<file path="src/rtl/ex_mem_responder_if.sv">
// Execute-to-memory bundle: execute handshake, data-memory port, branch redirect
// and write-back packet. slave = responder side, master = surrounding pipeline.
interface ex_mem_responder_if #(
    parameter int unsigned DATA_W = 64,
    parameter int unsigned RD_W   = 5
) ();
    logic              ex_valid;
    logic              ex_ready;
    logic [RD_W-1:0]   ex_rd;
    logic [DATA_W-1:0] ex_result;
    logic [DATA_W-1:0] ex_store_data;
    logic [DATA_W-1:0] ex_branch_addr;
    logic              ex_zero;
    logic              ex_b;
    logic              ex_bz;
    logic              ex_bnz;
    logic              ex_mem_read;
    logic              ex_mem_write;
    logic              ex_mem_to_reg;
    logic              ex_reg_write;

    logic              dmem_req;
    logic              dmem_we;
    logic [DATA_W-1:0] dmem_addr;
    logic [DATA_W-1:0] dmem_wdata;
    logic              dmem_ack;
    logic [DATA_W-1:0] dmem_rdata;

    logic              pc_src;
    logic [DATA_W-1:0] branch_target;

    logic              wb_valid;
    logic              wb_reg_write;
    logic [RD_W-1:0]   wb_rd;
    logic [DATA_W-1:0] wb_data;
    logic              mem_err;

    modport slave (
        input  ex_valid, ex_rd, ex_result, ex_store_data, ex_branch_addr, ex_zero,
               ex_b, ex_bz, ex_bnz, ex_mem_read, ex_mem_write, ex_mem_to_reg,
               ex_reg_write, dmem_ack, dmem_rdata,
        output ex_ready, dmem_req, dmem_we, dmem_addr, dmem_wdata, pc_src,
               branch_target, wb_valid, wb_reg_write, wb_rd, wb_data, mem_err
    );

    modport master (
        output ex_valid, ex_rd, ex_result, ex_store_data, ex_branch_addr, ex_zero,
               ex_b, ex_bz, ex_bnz, ex_mem_read, ex_mem_write, ex_mem_to_reg,
               ex_reg_write, dmem_ack, dmem_rdata,
        input  ex_ready, dmem_req, dmem_we, dmem_addr, dmem_wdata, pc_src,
               branch_target, wb_valid, wb_reg_write, wb_rd, wb_data, mem_err
    );
endinterface

</file>
<file path="src/rtl/ex_mem_responder.sv">
// Responder for the execute-to-memory stage: resolves branches, runs load/store
// on a req/ack data port and emits a one-cycle write-back packet.
// Optional macro MEM_TIMEOUT_EN: abort an access after TIMEOUT cycles without ack.
module ex_mem_responder #(
    parameter int unsigned DATA_W  = 64,
    parameter int unsigned RD_W    = 5,
    parameter int unsigned TIMEOUT = 255
) (
    input  logic             clk,
    input  logic             reset,
    ex_mem_responder_if.slave bus
);
    typedef enum logic {IDLE = 1'b0, ACCESS = 1'b1} state_t;

    state_t          state;
    logic [RD_W-1:0] acc_rd;
    logic            acc_mem_to_reg;
    logic            acc_reg_write;
    logic            taken;
    logic            rw_conflict;
    logic            mem_op;

`ifdef MEM_TIMEOUT_EN
    localparam int unsigned CNT_W = (TIMEOUT > 255) ? $clog2(TIMEOUT + 1) : 8;
    logic [CNT_W-1:0] wait_cnt;
`else
    logic unused_timeout;
    assign unused_timeout = ^32'(TIMEOUT);
`endif

    // Branch decision and memory-op classification of the offered instruction
    always_comb begin
        taken       = bus.ex_b | (bus.ex_bz & bus.ex_zero) | (bus.ex_bnz & ~bus.ex_zero);
        rw_conflict = bus.ex_mem_read & bus.ex_mem_write;
        mem_op      = bus.ex_mem_read | bus.ex_mem_write;
    end

    // Accept/access FSM with all outputs registered; strobes default low each cycle
    always_ff @(posedge clk or posedge reset) begin
        if (reset) begin
            state              <= IDLE;
            bus.ex_ready       <= 1'b1;
            bus.dmem_req       <= 1'b0;
            bus.dmem_we        <= 1'b0;
            bus.dmem_addr      <= '0;
            bus.dmem_wdata     <= '0;
            bus.pc_src         <= 1'b0;
            bus.branch_target  <= '0;
            bus.wb_valid       <= 1'b0;
            bus.wb_reg_write   <= 1'b0;
            bus.wb_rd          <= '0;
            bus.wb_data        <= '0;
            bus.mem_err        <= 1'b0;
            acc_rd             <= '0;
            acc_mem_to_reg     <= 1'b0;
            acc_reg_write      <= 1'b0;
`ifdef MEM_TIMEOUT_EN
            wait_cnt           <= '0;
`endif
        end else begin
            bus.pc_src   <= 1'b0;
            bus.wb_valid <= 1'b0;
            bus.mem_err  <= 1'b0;
            case (state)
                IDLE: begin
                    if (bus.ex_valid && bus.ex_ready) begin
                        if (taken) begin
                            bus.pc_src        <= 1'b1;
                            bus.branch_target <= bus.ex_branch_addr;
                        end
                        if (rw_conflict) begin
                            // Illegal read+write: flag it and retire without memory
                            bus.mem_err      <= 1'b1;
                            bus.wb_valid     <= 1'b1;
                            bus.wb_reg_write <= 1'b0;
                            bus.wb_rd        <= bus.ex_rd;
                            bus.wb_data      <= bus.ex_result;
                        end else if (mem_op) begin
                            state          <= ACCESS;
                            bus.ex_ready   <= 1'b0;
                            bus.dmem_req   <= 1'b1;
                            bus.dmem_we    <= bus.ex_mem_write;
                            bus.dmem_addr  <= bus.ex_result;
                            bus.dmem_wdata <= bus.ex_store_data;
                            acc_rd         <= bus.ex_rd;
                            acc_mem_to_reg <= bus.ex_mem_to_reg;
                            acc_reg_write  <= bus.ex_reg_write;
`ifdef MEM_TIMEOUT_EN
                            wait_cnt       <= '0;
`endif
                        end else begin
                            bus.wb_valid     <= 1'b1;
                            bus.wb_reg_write <= bus.ex_reg_write;
                            bus.wb_rd        <= bus.ex_rd;
                            bus.wb_data      <= bus.ex_result;
                        end
                    end
                end
                ACCESS: begin
                    if (bus.dmem_ack && bus.dmem_req) begin
                        // Ack wins over a coincident timeout
                        state            <= IDLE;
                        bus.ex_ready     <= 1'b1;
                        bus.dmem_req     <= 1'b0;
                        bus.wb_valid     <= 1'b1;
                        bus.wb_rd        <= acc_rd;
                        bus.wb_reg_write <= bus.dmem_we ? 1'b0 : acc_reg_write;
                        bus.wb_data      <= (!bus.dmem_we && acc_mem_to_reg) ? bus.dmem_rdata
                                                                             : bus.dmem_addr;
`ifdef MEM_TIMEOUT_EN
                    end else if (wait_cnt == CNT_W'(TIMEOUT - 1)) begin
                        state            <= IDLE;
                        bus.ex_ready     <= 1'b1;
                        bus.dmem_req     <= 1'b0;
                        bus.mem_err      <= 1'b1;
                        bus.wb_valid     <= 1'b1;
                        bus.wb_reg_write <= 1'b0;
                        bus.wb_rd        <= acc_rd;
                        bus.wb_data      <= bus.dmem_addr;
                    end else begin
                        wait_cnt <= wait_cnt + CNT_W'(1);
`endif
                    end
                end
                default: state <= IDLE;
            endcase
        end
    end
endmodule

</file>
<file path="src/flat_wrapper.sv">
// flat-port wrapper written by rule: the top's interface ports become plain ports
module ex_mem_responder_flat 
#(
    parameter int unsigned DATA_W  = 64,
    parameter int unsigned RD_W    = 5,
    parameter int unsigned TIMEOUT = 255
)
  (clk, reset, bus_ex_valid, bus_ex_rd, bus_ex_result, bus_ex_store_data, bus_ex_branch_addr, bus_ex_zero, bus_ex_b, bus_ex_bz, bus_ex_bnz, bus_ex_mem_read, bus_ex_mem_write, bus_ex_mem_to_reg, bus_ex_reg_write, bus_dmem_ack, bus_dmem_rdata, bus_ex_ready, bus_dmem_req, bus_dmem_we, bus_dmem_addr, bus_dmem_wdata, bus_pc_src, bus_branch_target, bus_wb_valid, bus_wb_reg_write, bus_wb_rd, bus_wb_data, bus_mem_err);
  ex_mem_responder_if #(.DATA_W(DATA_W), .RD_W(RD_W)) bus_i ();
  input  logic clk;
  input  logic reset;
  input wire logic [$bits(bus_i.ex_valid)-1:0] bus_ex_valid;
  input wire logic [$bits(bus_i.ex_rd)-1:0] bus_ex_rd;
  input wire logic [$bits(bus_i.ex_result)-1:0] bus_ex_result;
  input wire logic [$bits(bus_i.ex_store_data)-1:0] bus_ex_store_data;
  input wire logic [$bits(bus_i.ex_branch_addr)-1:0] bus_ex_branch_addr;
  input wire logic [$bits(bus_i.ex_zero)-1:0] bus_ex_zero;
  input wire logic [$bits(bus_i.ex_b)-1:0] bus_ex_b;
  input wire logic [$bits(bus_i.ex_bz)-1:0] bus_ex_bz;
  input wire logic [$bits(bus_i.ex_bnz)-1:0] bus_ex_bnz;
  input wire logic [$bits(bus_i.ex_mem_read)-1:0] bus_ex_mem_read;
  input wire logic [$bits(bus_i.ex_mem_write)-1:0] bus_ex_mem_write;
  input wire logic [$bits(bus_i.ex_mem_to_reg)-1:0] bus_ex_mem_to_reg;
  input wire logic [$bits(bus_i.ex_reg_write)-1:0] bus_ex_reg_write;
  input wire logic [$bits(bus_i.dmem_ack)-1:0] bus_dmem_ack;
  input wire logic [$bits(bus_i.dmem_rdata)-1:0] bus_dmem_rdata;
  output wire logic [$bits(bus_i.ex_ready)-1:0] bus_ex_ready;
  output wire logic [$bits(bus_i.dmem_req)-1:0] bus_dmem_req;
  output wire logic [$bits(bus_i.dmem_we)-1:0] bus_dmem_we;
  output wire logic [$bits(bus_i.dmem_addr)-1:0] bus_dmem_addr;
  output wire logic [$bits(bus_i.dmem_wdata)-1:0] bus_dmem_wdata;
  output wire logic [$bits(bus_i.pc_src)-1:0] bus_pc_src;
  output wire logic [$bits(bus_i.branch_target)-1:0] bus_branch_target;
  output wire logic [$bits(bus_i.wb_valid)-1:0] bus_wb_valid;
  output wire logic [$bits(bus_i.wb_reg_write)-1:0] bus_wb_reg_write;
  output wire logic [$bits(bus_i.wb_rd)-1:0] bus_wb_rd;
  output wire logic [$bits(bus_i.wb_data)-1:0] bus_wb_data;
  output wire logic [$bits(bus_i.mem_err)-1:0] bus_mem_err;
  assign bus_i.ex_valid = bus_ex_valid;
  assign bus_i.ex_rd = bus_ex_rd;
  assign bus_i.ex_result = bus_ex_result;
  assign bus_i.ex_store_data = bus_ex_store_data;
  assign bus_i.ex_branch_addr = bus_ex_branch_addr;
  assign bus_i.ex_zero = bus_ex_zero;
  assign bus_i.ex_b = bus_ex_b;
  assign bus_i.ex_bz = bus_ex_bz;
  assign bus_i.ex_bnz = bus_ex_bnz;
  assign bus_i.ex_mem_read = bus_ex_mem_read;
  assign bus_i.ex_mem_write = bus_ex_mem_write;
  assign bus_i.ex_mem_to_reg = bus_ex_mem_to_reg;
  assign bus_i.ex_reg_write = bus_ex_reg_write;
  assign bus_i.dmem_ack = bus_dmem_ack;
  assign bus_i.dmem_rdata = bus_dmem_rdata;
  assign bus_ex_ready = bus_i.ex_ready;
  assign bus_dmem_req = bus_i.dmem_req;
  assign bus_dmem_we = bus_i.dmem_we;
  assign bus_dmem_addr = bus_i.dmem_addr;
  assign bus_dmem_wdata = bus_i.dmem_wdata;
  assign bus_pc_src = bus_i.pc_src;
  assign bus_branch_target = bus_i.branch_target;
  assign bus_wb_valid = bus_i.wb_valid;
  assign bus_wb_reg_write = bus_i.wb_reg_write;
  assign bus_wb_rd = bus_i.wb_rd;
  assign bus_wb_data = bus_i.wb_data;
  assign bus_mem_err = bus_i.mem_err;
  ex_mem_responder #(.DATA_W(DATA_W), .RD_W(RD_W), .TIMEOUT(TIMEOUT)) u_core (.clk(clk), .reset(reset), .bus(bus_i));
endmodule
</file>
<file path="config.mk">
export PLATFORM = sky130hd
export DESIGN_NAME = ex_mem_responder_flat
export DESIGN_NICKNAME = d
export VERILOG_FILES = /design/src/rtl/ex_mem_responder_if.sv /design/src/rtl/ex_mem_responder.sv /design/src/flat_wrapper.sv
export SDC_FILE = /design/constraint.sdc
export NUM_CORES = 1
export LEC_CHECK = 0
export ABC_AREA = 1
export BUFFER_PORTS_ARGS = -buffer_cell sky130_fd_sc_hd__buf_2
export CAP_MARGIN = 25
export CORE_MARGIN = 4
export CORE_UTILIZATION = 30
export DETAILED_ROUTE_END_ITERATION = 8
export PLACE_DENSITY = 0.56
export SYNTH_ARGS = -nofsm -noshare
export SYNTH_HDL_FRONTEND = slang
export SYNTH_SLANG_ARGS = --single-unit
</file>
<file path="constraint.sdc">
create_clock -name clk -period 9.7 [get_ports clk]
set_clock_uncertainty 0.05 [all_clocks]
set_input_delay 0.485 -clock clk [delete_from_list [all_inputs] [get_ports clk]]
set_output_delay 0.485 -clock clk [all_outputs]
set_load 0.005 [all_outputs]
</file>
==> results by group, run 1 <==
Power
  – Pleak: 0.00997 uW
  – PD cells: 157 mW/mm2
  – Peak VDD IR: 0.100 mV
  – Total power draw: 2610 uW

CTS
  – CTS root buf: clkbuf_16
  – Post-cts resize count: 0
  – CTS Buf Count: 35
  – # clock sinks: 276
  – CTS H-Tree Depth: 2
  – CTS tree: done
  – Clock latency at the later pin of the worst-skew pair: 0.53 ns
  – CTS Hold Buffers Added: 0
  – Worst-path clk slew: 0.06 ns
  – Post-CTS Setup Bufs: 0
  – Clk buf depth: 3

Routing
  – Via Count: 12122
  – Via density: 4.54
  – Residual DRC: 0
  – DR pass1 iterations: 5
  – Total Wirelength: 46100 um
  – DRT iter0 DRCs: 1142
  – Wirelength per Cell: 17.3 um
  – Antenna viol nets, final: 0

Final layout
  – Multi-input logic area: 0.00444 mm2
  – Commonest cells after routing, fill and taps aside: 877 x nand2_1, 540 x buf_2, 273 x dfrtp_1, 138 x inv_1, 131 x nand3_1
  – Layout cells sized above 1: 29.3%
  – Commonest non-fill, non-tap cell in the layout: nand2_1
  – Nets: 2383
  – Filler cells: 4227
  – Reg area: 0.00691 mm2
  – Area Overhead vs Synth: 34.4%

Floorplanning
  – Die Ht: 211 um
  – Initial core utilization: 30.3%
  – DIE AREA: 0.0445 mm2
  – Core Rows: 74
  – IO Pins: 541
  – Die width: 211 um
  – Core Area: 0.0408 mm2

Timing
  – Setup TNS: 0 ns
  – Final Cycle Share: 38.2%
  – Slew Viols, Final: 0
  – Unrepaired setup endpoints after global routing: no
  – Peak Freq: 0.270 GHz
  – Setup WS post-layout: 6.00 ns
  – Hold slack: 0.0918 ns
  – Finish-stage setup viols: 0
  – Final hold violations: 0
  – Actual slew at the worst max-slew pin: 1.03 ns
  – Max transition margin: 31.1%
  – Minimum clock period after layout: 3.70 ns

Flow run
  – Max Cap Viol: 0

Logic synthesis
  – Yosys warns: 0
  – Post-Synthesis Cells: 1610
  – Yosys reg bits: 276
  – Netlist cell types: 20
  – Post-synth top flop: dfrtp_1
  – Netlist Area Pre-Place: 0.0124 mm2
  – Syn_area_per_cell: 7.68 um2
  – Post-synth EDFFs: 0
  – Post-synth ARST share: 100%
  – Sequential area share after synthesis: 55.9%
  – Post-synth net total: 1885

Worst hold path
  – Hold path depth: 3
  – Hold path startpoint: bus_ex_branch_addr[38]
  – Hold EP: u_core.bus.branch_target[38]
  – Worst min-delay path class: in -> reg

GRT
  – Total global routing overflow: 0
  – Number of global-route vias before repair: 11609
  – Largest net degree at the start of global routing: 142
  – First-pass GRT wire length: 69100 um
  – All-Layer GR Usage: 19.7%
  – Initial antenna violation count: 10

Critical path
  – Reg2reg setup slack: 6.00 ns
  – CP endpoint kind: flop
  – Critical path type: reg -> reg
  – R2r startpoint: u_core.state
  – CP required: 10.10 ns
  – Reg2reg end: u_core.bus.wb_data[50]
  – Worst endpoint data arrival time: 4.11 ns
  – Reg2reg path depth: 7
  – Startpoint Class: flop
  – Crit Path Max Fanout: 80

Run status
  – Status: finished, final reports clean

Placed design
  – GP Congestion: 0.870
  – DP Worst Slack: 5.79 ns
  – Port Buf Inserts: 540
  – Post-DP HPWL: 32200 um
Yosys cell counts, types with 2 or more instances:
cell type | number | area (um2)
nand3_1 | 131 | 656
inv_2 | 2 | 7.51
nand2_1 | 879 | 3300
nor2_1 | 2 | 7.51
clkbuf_1 | 23 | 86.3
inv_1 | 142 | 533
buf_6 | 5 | 56.3
buf_1 | 12 | 45.0
dfrtp_1 | 275 | 6880
ha_1 | 2 | 25.0
buf_4 | 15 | 113
nand2_2 | 2 | 12.5
buf_2 | 38 | 190
o21ai_0 | 76 | 380
metrics by stage:
| stage | area (um2) | std cells | util (%) |
|---|---|---|---|
| after CTS | 16600 | 2664 | 40.6 |
| final | 16600 | 2670 | 40.7 |
| after floorplan | 12400 | 1610 | - |
| after global placement | 15400 | 2600 | 37.6 |
| after detailed placement | 15400 | 2601 | 37.7 |
| after global routing | 16600 | 2670 | 40.7 |
area by class of cell:
type,instances,area share (%)
Sequential cell,276,41.6
Multi-Input combinational cell,1097,26.7
Timing Repair Buffer,554,17.2
Clock buffer,49,6.13
Tap cell,532,4.00
Inverter,144,3.30
Clock inverter,14,0.971
Antenna cell,4,0.0602
cell families (layout without fill, tap and decap cells):
group / Yosys count / count (layout) / share of synthesized area, %
AO/OA/AOI/OAI: 78 / 78 / 3.18
adder cells (fa/ha/maj): 2 / 2 / 0.202
buffers and inverters: 237 / 761 / 8.34
flip-flops: 276 / 276 / 55.9
other: 0 / 4 / 0
AND/OR/NAND/NOR: 1017 / 1017 / 32.4
critical path, stage by stage (launching register included):
cell and delay (ns):
dfrtp_4 1.05, nor2_2 0.09, nand2_2 0.17, nand3_4 0.67
inv_2 0.83, buf_4 0.50, nand2_1 0.10, nand2_1 0.08
where the power goes:
part           internal (uW)  switching (uW)  total (uW)
logic                   52.4            64.2         117
registers               1150            1.15        1150
clock network            816             526        1340
total                   2020             591        2610
worst max-delay path by stage:
stage | startpoint | endpoint | slack, ns
after global placement | u_core.state | u_core.bus.wb_data[29] | 5.87
after floorplan | reset | u_core.acc_mem_to_reg | 1.56
after detailed placement | u_core.state | u_core.bus.wb_data[46] | 5.79
final | u_core.state | u_core.bus.wb_data[50] | 6.00
after global routing | u_core.state | u_core.bus.wb_data[46] | 5.62
after CTS | u_core.state | u_core.bus.wb_data[46] | 5.78
metal layers:
| metal | global-route usage, % | part of all wire (%) |
|---|---|---|
| met1 | 25.1 | 40 |
| met2 | 32.2 | 48 |
| met3 | 5.33 | 7.9 |
| met4 | 7.78 | 3.4 |
| met5 | 0 | 0.19 |
Power figures use the tool's default switching activity.
==> run 2: changes to the inputs <==
- PLACE_DENSITY: 0.56 -> 0.58
- clock period: 9.7 -> 3.3 ns (I/O delays scaled with it)
==> run 2 against run 1 <==
Net effect:
- register-to-register slack got worse by 5.1 ns
- die area unchanged
- combinational power increased to 5.2 times the previous value
- clock power increased to 2.9 times the previous value
- worst setup slack got worse by 5.1 ns
- hold slack got worse by 0.061 ns
- critical path depth unchanged
- critical endpoint is now u_core.bus.dmem_wdata[52]
- highest routed layer is now met4
==> results by group, run 2 (synthesized netlist as in run 1, its figures left out) <==
Routing
  – Antenna viol nets, final: 0 (unchanged)
  – Total Wirelength: 50300 um (+9.1%)
  – DRT iter0 DRCs: 1062 (-7.0%)
  – Via Count: 13504 (+11%)
  – Wirelength per Cell: 17.1 um (-0.86%)
  – Residual DRC: 0 (unchanged)
  – Via density: 4.59 (+1.2%)
  – DR pass1 iterations: 5 (unchanged)

CTS
  – Clk buf depth: 3 (unchanged)
  – CTS Hold Buffers Added: 260 (+260)
  – CTS root buf: clkbuf_16
  – CTS tree: done
  – Clock latency at the later pin of the worst-skew pair: 0.54 ns (about the same)
  – Post-CTS Setup Bufs: 0 (unchanged)
  – # clock sinks: 276 (unchanged)
  – Post-cts resize count: 0 (unchanged)
  – Worst-path clk slew: 0.06 ns (about the same)
  – CTS H-Tree Depth: 2 (unchanged)
  – CTS Buf Count: 36 (+2.9%)

Timing
  – Final hold violations: 0 (unchanged)
  – Max transition margin: 41.2% (+10 points)
  – Minimum clock period after layout: 2.36 ns (-1.34 ns)
  – Final Cycle Share: 71.5% (+33 points)
  – Unrepaired setup endpoints after global routing: no
  – Peak Freq: 0.424 GHz (+57%)
  – Slew Viols, Final: 0 (unchanged)
  – Hold slack: 0.0306 ns (-0.0612 ns)
  – Actual slew at the worst max-slew pin: 0.883 ns (-0.151 ns)
  – Finish-stage setup viols: 0 (unchanged)

Critical path
  – Crit Path Max Fanout: 43 (-46%)
  – Worst path cell trace: nor2_2 > nand2_2 > nor2_8 > inv_2 > buf_12 > nand2_1 > nand2_1
  – Reg2reg end: u_core.bus.dmem_wdata[52]
  – Worst setup path end: u_core.bus.dmem_wdata[52]
  – Reg2reg path depth: 7 (unchanged)
  – CP Buf/Inv Count: 2 (unchanged)
  – CP required: 3.66 ns (-6.44 ns)
  – Critical Path Source: u_core.state
  – Cell mode on critical path: nand2_1
  – CP max stage delay: 0.69 ns (-0.36 ns)
  – Critical path depth in cells: 7 (unchanged)
  – R2r startpoint: u_core.state
  – Crit path max-delay family: simple AND/OR/NAND/NOR gates
  – Critical path type: reg -> reg
  – Reg2reg setup slack: 0.94 ns (-5.06 ns)
  – Critical-path top delay cell: dfrtp_4
  – CP endpoint kind: flop
  – Startpoint Class: flop
  – Worst endpoint data arrival time: 2.72 ns (-1.39 ns)

Power
  – Total power draw: 7830 uW (+200%)
  – Peak VDD IR: 0.298 mV (+200%)
  – Pleak: 0.0111 uW (+11%)
  – PD cells: 406 mW/mm2 (+160%)

Final layout
  – Commonest cells after routing, fill and taps aside: 877 x nand2_1, 540 x buf_2, 273 x dfrtp_1, 260 x dlygate4sd3_1, 138 x inv_1
  – Core Util, Final: 47.3% (+6.6 points)
  – Final non-filler cell total: 2939 (+10%)
  – Nets: 2653 (+11%)
  – Area Overhead vs Synth: 56.0%
  – Layout cells sized above 1: 26.5% (-2.8 points)
  – Commonest non-fill, non-tap cell in the layout: nand2_1

Flow run
  – Max Cap Viol: 0 (unchanged)

Worst hold path
  – Worst min-delay path class: in -> reg

GRT
  – First-pass GRT wire length: 77600 um (+12%)
  – Largest net degree at the start of global routing: 130 (-8.5%)
  – All-Layer GR Usage: 21.9% (+2.1 points)
  – Initial antenna violation count: 2 (-8)
  – Number of global-route vias before repair: 13975 (+20%)
  – Total global routing overflow: 0 (unchanged)

Floorplanning
  – Core Rows: 74 (unchanged)
  – Core Area: 0.0408 mm2 (unchanged)
  – IO Pins: 541 (unchanged)
  – Die Ht: 211 um (unchanged)
  – DIE AREA: 0.0445 mm2 (unchanged)
  – Die width: 211 um (unchanged)
  – Initial core utilization: 30.3% (unchanged)

Placed design
  – Post-DP HPWL: 32700 um (+1.3%)
  – GP Congestion: 0.873 (+0.30%)
  – Port Buf Inserts: 540 (unchanged)
  – DP Cell Count: 2611 (+0.38%)

Run status
  – Status: finished, final reports clean
==> run 2: tightest hold or removal path: stages <==
cell,delay (ns)
buf_2,0.09
inv_1,0.04
nand3_1,0.05
nand3_1,0.07
nand2_1,0.06
nand2_1,0.06
nand2_1,0.06
==> run 2: cell type report <==
cell class              count  area, um2
diodes                      2       5.00
repair buffers            823       5580
well taps                 532        666
multi-input cells        1097       4440
clock inverters            17        131
flip-flops and latches    276       6910
inverters                 144        544
clock buffers              48       1020
fillers                  3886      21500
==> run 2: where the power goes <==
| part | internal (uW) | leakage (uW) | switching [uW] | total [uW] |
|---|---|---|---|---|
| logic | 364 | 0.00703 | 249 | 612 |
| clock network | 2260 | 0.000563 | 1560 | 3820 |
| registers | 3390 | 0.00350 | 2.80 | 3390 |
| total | 6010 | 0.0111 | 1820 | 7830 |
==> run 2: through the flow <==
| step | setup TNS (ns) | setup WS, ns | instance area (um2) |
|---|---|---|---|
| final | 0 | 0.941 | 19300 |
| after global routing | 0 | 0.749 | 19300 |
| after CTS | 0 | 0.881 | 19300 |
| after detailed placement | 0 | 0.892 | 15500 |
| after global placement | 0 | 0.931 | 15500 |
| after floorplan | -155.53 | -0.566 | 12400 |
==> run 2: metal layers <==
layer  track usage (%)  routed length [um]
met4              11.0                2620
met5                 0                   0
met2              36.5               23900
met1              26.6               20000
met3              5.17                3710
==> run 2: how the worst min path moves through the flow <==
stage | depth (start not counted) | from | end | slack, ns
final | 7 | bus_dmem_rdata[21] | u_core.bus.wb_data[21] | 0.03
after CTS | 7 | bus_dmem_rdata[63] | u_core.bus.wb_data[63] | 0.007
after global routing | 7 | bus_dmem_rdata[58] | u_core.bus.wb_data[58] | 0.05
after floorplan | 2 | bus_ex_branch_addr[0] | u_core.bus.branch_target[0] | 0.22
after global placement | 3 | bus_ex_branch_addr[32] | u_core.bus.branch_target[32] | 0.31
after detailed placement | 3 | bus_ex_branch_addr[35] | u_core.bus.branch_target[35] | 0.31
==> run 3: changes to the inputs <==
- ABC_AREA: 1 -> 0
- clock period: 3.3 -> 2 ns (I/O delays scaled with it)
==> run 3 against run 2 <==
Net effect:
- hold slack worse by 0.014 ns
- worst setup slack worse by 0.83 ns
- first-iteration DRC count down 39%
- critical path depth down 2
- via count down 17%
- total power rose to 3.5 times the previous value
- clock power up 45%
- cell area up 0.26%
- fmax up 25%
- highest routed layer is now met5
==> results by group, run 3 <==
Run status
  – Status: finished, final reports clean

Critical path
  – Reg2reg path depth: 5 (-2)
  – Critical path type: reg -> reg
  – Worst endpoint data arrival time: 2.27 ns (-0.45 ns)
  – CP required: 2.39 ns (-1.27 ns)
  – Startpoint Class: flop
  – CP Buf/Inv Count: 2 (unchanged)
  – Crit path max-delay family: flip-flops
  – Critical-path top delay cell: dfrtp_4
  – Crit Path Max Fanout: 35 (-19%)
  – CP endpoint kind: flop
  – Worst path cell trace: nor3_4 > buf_4 > a21o_4 > buf_12 > mux2_1
  – CP max stage delay: 0.52 ns (-0.17 ns)
  – Critical path depth in cells: 5 (-2)

Routing
  – Via density: 4.81 (+4.8%)
  – DRT iter0 DRCs: 650 (-39%)
  – Met2 wire len: 23100 um (-3.5%)
  – M1 wire length: 17400 um (-13%)
  – Antenna viol nets, final: 0 (unchanged)
  – Via Count: 11182 (-17%)
  – Wirelength per Cell: 20.0 um (+17%)
  – Wire length on met3: 3840 um (+3.6%)
  – Top sig layer: met5
  – Residual DRC: 0 (unchanged)
  – DR pass1 iterations: 5 (unchanged)
  – Total Wirelength: 46400 um (-7.8%)

Timing
  – Slew Viols, Final: 0 (unchanged)
  – Peak Freq: 0.530 GHz (+25%)
  – Hold slack: 0.0170 ns (-0.0136 ns)
  – Actual slew at the worst max-slew pin: 0.718 ns (-0.165 ns)
  – Unrepaired setup endpoints after global routing: no
  – Final hold violations: 0 (unchanged)
  – Final Cycle Share: 94.4% (+23 points)
  – Finish-stage setup viols: 0 (unchanged)
  – Max transition margin: 52.1% (+11 points)
  – Minimum clock period after layout: 1.89 ns (-0.471 ns)

GRT
  – Total global routing overflow: 0 (unchanged)
  – Number of global-route vias before repair: 12413 (-11%)
  – All-Layer GR Usage: 20.2% (-1.7 points)
  – Largest net degree at the start of global routing: 89 (-32%)
  – Initial antenna violation count: 3 (+1)
  – First-pass GRT wire length: 71400 um (-8.0%)

Logic synthesis
  – Post-synth ARST share: 100% (unchanged)
  – Post-synth top cells: 275 x dfrtp_1, 190 x mux2_2, 129 x nor2_1
  – Synth top area cells: dfrtp_1 56%, mux2_2 18%, a32o_1 5.2%
  – Top-count cell post-synth: dfrtp_1
  – Post-synth top flop: dfrtp_1
  – Post-synth EDFFs: 0 (unchanged)
  – Syn_area_per_cell: 12.5 um2 (+63%)
  – Post-synth net total: 1252 (-34%)
  – Yosys warns: 0 (unchanged)
  – Yosys reg bits: 276 (unchanged)
  – Netlist Area Pre-Place: 0.0122 mm2 (-1.2%)
  – Synth top area share: 56.3% (+0.70 points)
  – Post-Synthesis Cells: 977 (-39%)
  – Netlist cell types: 29 (+45%)
  – Sequential area share after synthesis: 56.6% (+0.70 points)
  – Area leader, netlist: dfrtp_1

Placed design
  – GP Congestion: 0.836 (-4.2%)
  – DP Area: 0.0157 mm2 (+1.1%)
  – Port Buf Inserts: 540 (unchanged)
  – Post-DP HPWL: 31400 um (-3.7%)

Floorplanning
  – Initial core utilization: 30.5% (+0.24 points)
  – Core Area: 0.0400 mm2 (-2.0%)
  – DIE AREA: 0.0440 mm2 (-1.2%)
  – Die width: 210 um (-0.60%)
  – Die Ht: 210 um (-0.60%)
  – Core Rows: 73 (-1.4%)
  – IO Pins: 541 (unchanged)

Worst hold path
  – Hold path depth: 4 (-3)
  – Worst min-delay path class: in -> reg

CTS
  – # clock sinks: 276 (unchanged)
  – CTS root buf: clkbuf_16
  – Clock latency at the later pin of the worst-skew pair: 0.56 ns (+0.02 ns)
  – Worst-path clk slew: 0.06 ns (about the same)
  – CTS H-Tree Depth: 1 (-1)
  – CTS Buf Count: 31 (-14%)
  – Post-cts resize count: 0 (unchanged)
  – CTS tree: done
  – Clk buf depth: 3 (unchanged)

Power
  – Switching power total: 9900 uW (+450%)
  – Logic gate share of total power: 43.1% (+35 points)
  – Int Power: 17900 uW (+200%)
  – Seq pwr share: 36.9% (-6.5 points)
  – PD cells: 1430 mW/mm2 (+250%)
  – Clk network pwr share: 20.0% (-29 points)
  – Pleak: 0.00916 uW (-17%)
  – Sw Share: 35.6% (+12 points)
  – Peak VDD IR: 0.952 mV (+220%)

Flow run
  – Max Cap Viol: 0 (unchanged)

Final layout
  – Design area: 0.0193 mm2 (+0.26%)
  – Nets: 2052 (-23%)
  – Commonest cells after routing, fill and taps aside: 540 x buf_2, 272 x dfrtp_1, 268 x dlygate4sd3_1, 190 x mux2_2, 129 x nor2_1
  – Area Overhead vs Synth: 58.4%
  – Layout cells sized above 1: 45.9% (+19 points)
  – Commonest non-fill, non-tap cell in the layout: buf_2
  – Core Util, Final: 48.4% (+1.1 points)
## run 3: worst reg2reg max path, stage by stage, from the launching register on
cell and delay [ns]:
dfrtp_4 0.52, nor3_4 0.20, buf_4 0.25, a21o_4 0.16
buf_12 0.21, mux2_1 0.37
## run 3: area by class of cell
type | instances | area (um2)
sequential | 276 | 6910
multi-input combinational | 552 | 4650
antenna | 2 | 5.00
clock inverter | 9 | 104
tap | 525 | 657
timing repair buffer | 846 | 5880
fill | 3564 | 20700
inverter | 70 | 267
clock buffer | 43 | 871
## run 3: repair_timing
| action | in CTS | in global routing |
|---|---|---|
| hold buffers | 268 | 0 |
| buffers inserted | 0 | 0 |
| endpoints found under the hold margin | 430 | 0 |
| endpoints found under the setup margin | 0 | 0 |
## run 3: metal layers
metal,global-route usage (%),vias up
met5,0,-
met4,8.28,2
met3,5.53,113
met2,35.6,506
met1,23.2,5495
li1,-,5066
## run 3: final timing paths
| kind | start | end | slack, ns |
|---|---|---|---|
| worst max-delay path | u_core.state | u_core.bus.wb_rd[4] | 0.11 |
| max in group asynchronous | reset | u_core.bus.branch_target[7] | 1.07 |
| worst max register to register | u_core.state | u_core.bus.wb_rd[4] | 0.11 |
| worst min-delay path | bus_ex_bnz | u_core.bus.pc_src | 0.02 |
| min in group asynchronous | reset | u_core.bus.dmem_wdata[42] | 0.05 |
| worst min register to register | u_core.bus.wb_data[6] | u_core.bus.wb_data[6] | 0.43 |
## run 3: per-stage QoR
step | setup TNS (ns) | power [uW] | instances | worst slack, ns
floorplan | -495.98 | 16200 | 977 | -1.80
global placement | 0 | 21600 | 2001 | 0.132
detailed placement | 0 | 21800 | 2001 | 0.124
CTS | 0 | 27900 | 2321 | 0.0980
global route | 0 | 29500 | 2323 | 0.0205
finish | 0 | 27800 | 2323 | 0.113
## run 3: kinds of logic (layout without fill, tap and decap cells)
kind of cell    Yosys count  after routing  share of synthesized area (%)
fa+ha+maj                 2              2                          0.205
simple gates            203            203                           8.40
flops                   276            276                           56.6
buf+inv                 149            968                           5.75
mux                     212            212                           19.5
other cells               0              2                              0
compound gates          135            135                           9.57
## run 3: power by group through the flow
stage / clock [uW] / combinational (uW) / sequential [uW]
after floorplan: 0 / 6060 / 10200
after detailed placement: 0 / 11600 / 10200
after global routing: 5930 / 13000 / 10500
after CTS: 5690 / 12000 / 10200
after global placement: 0 / 11500 / 10100
final: 5550 / 12000 / 10200
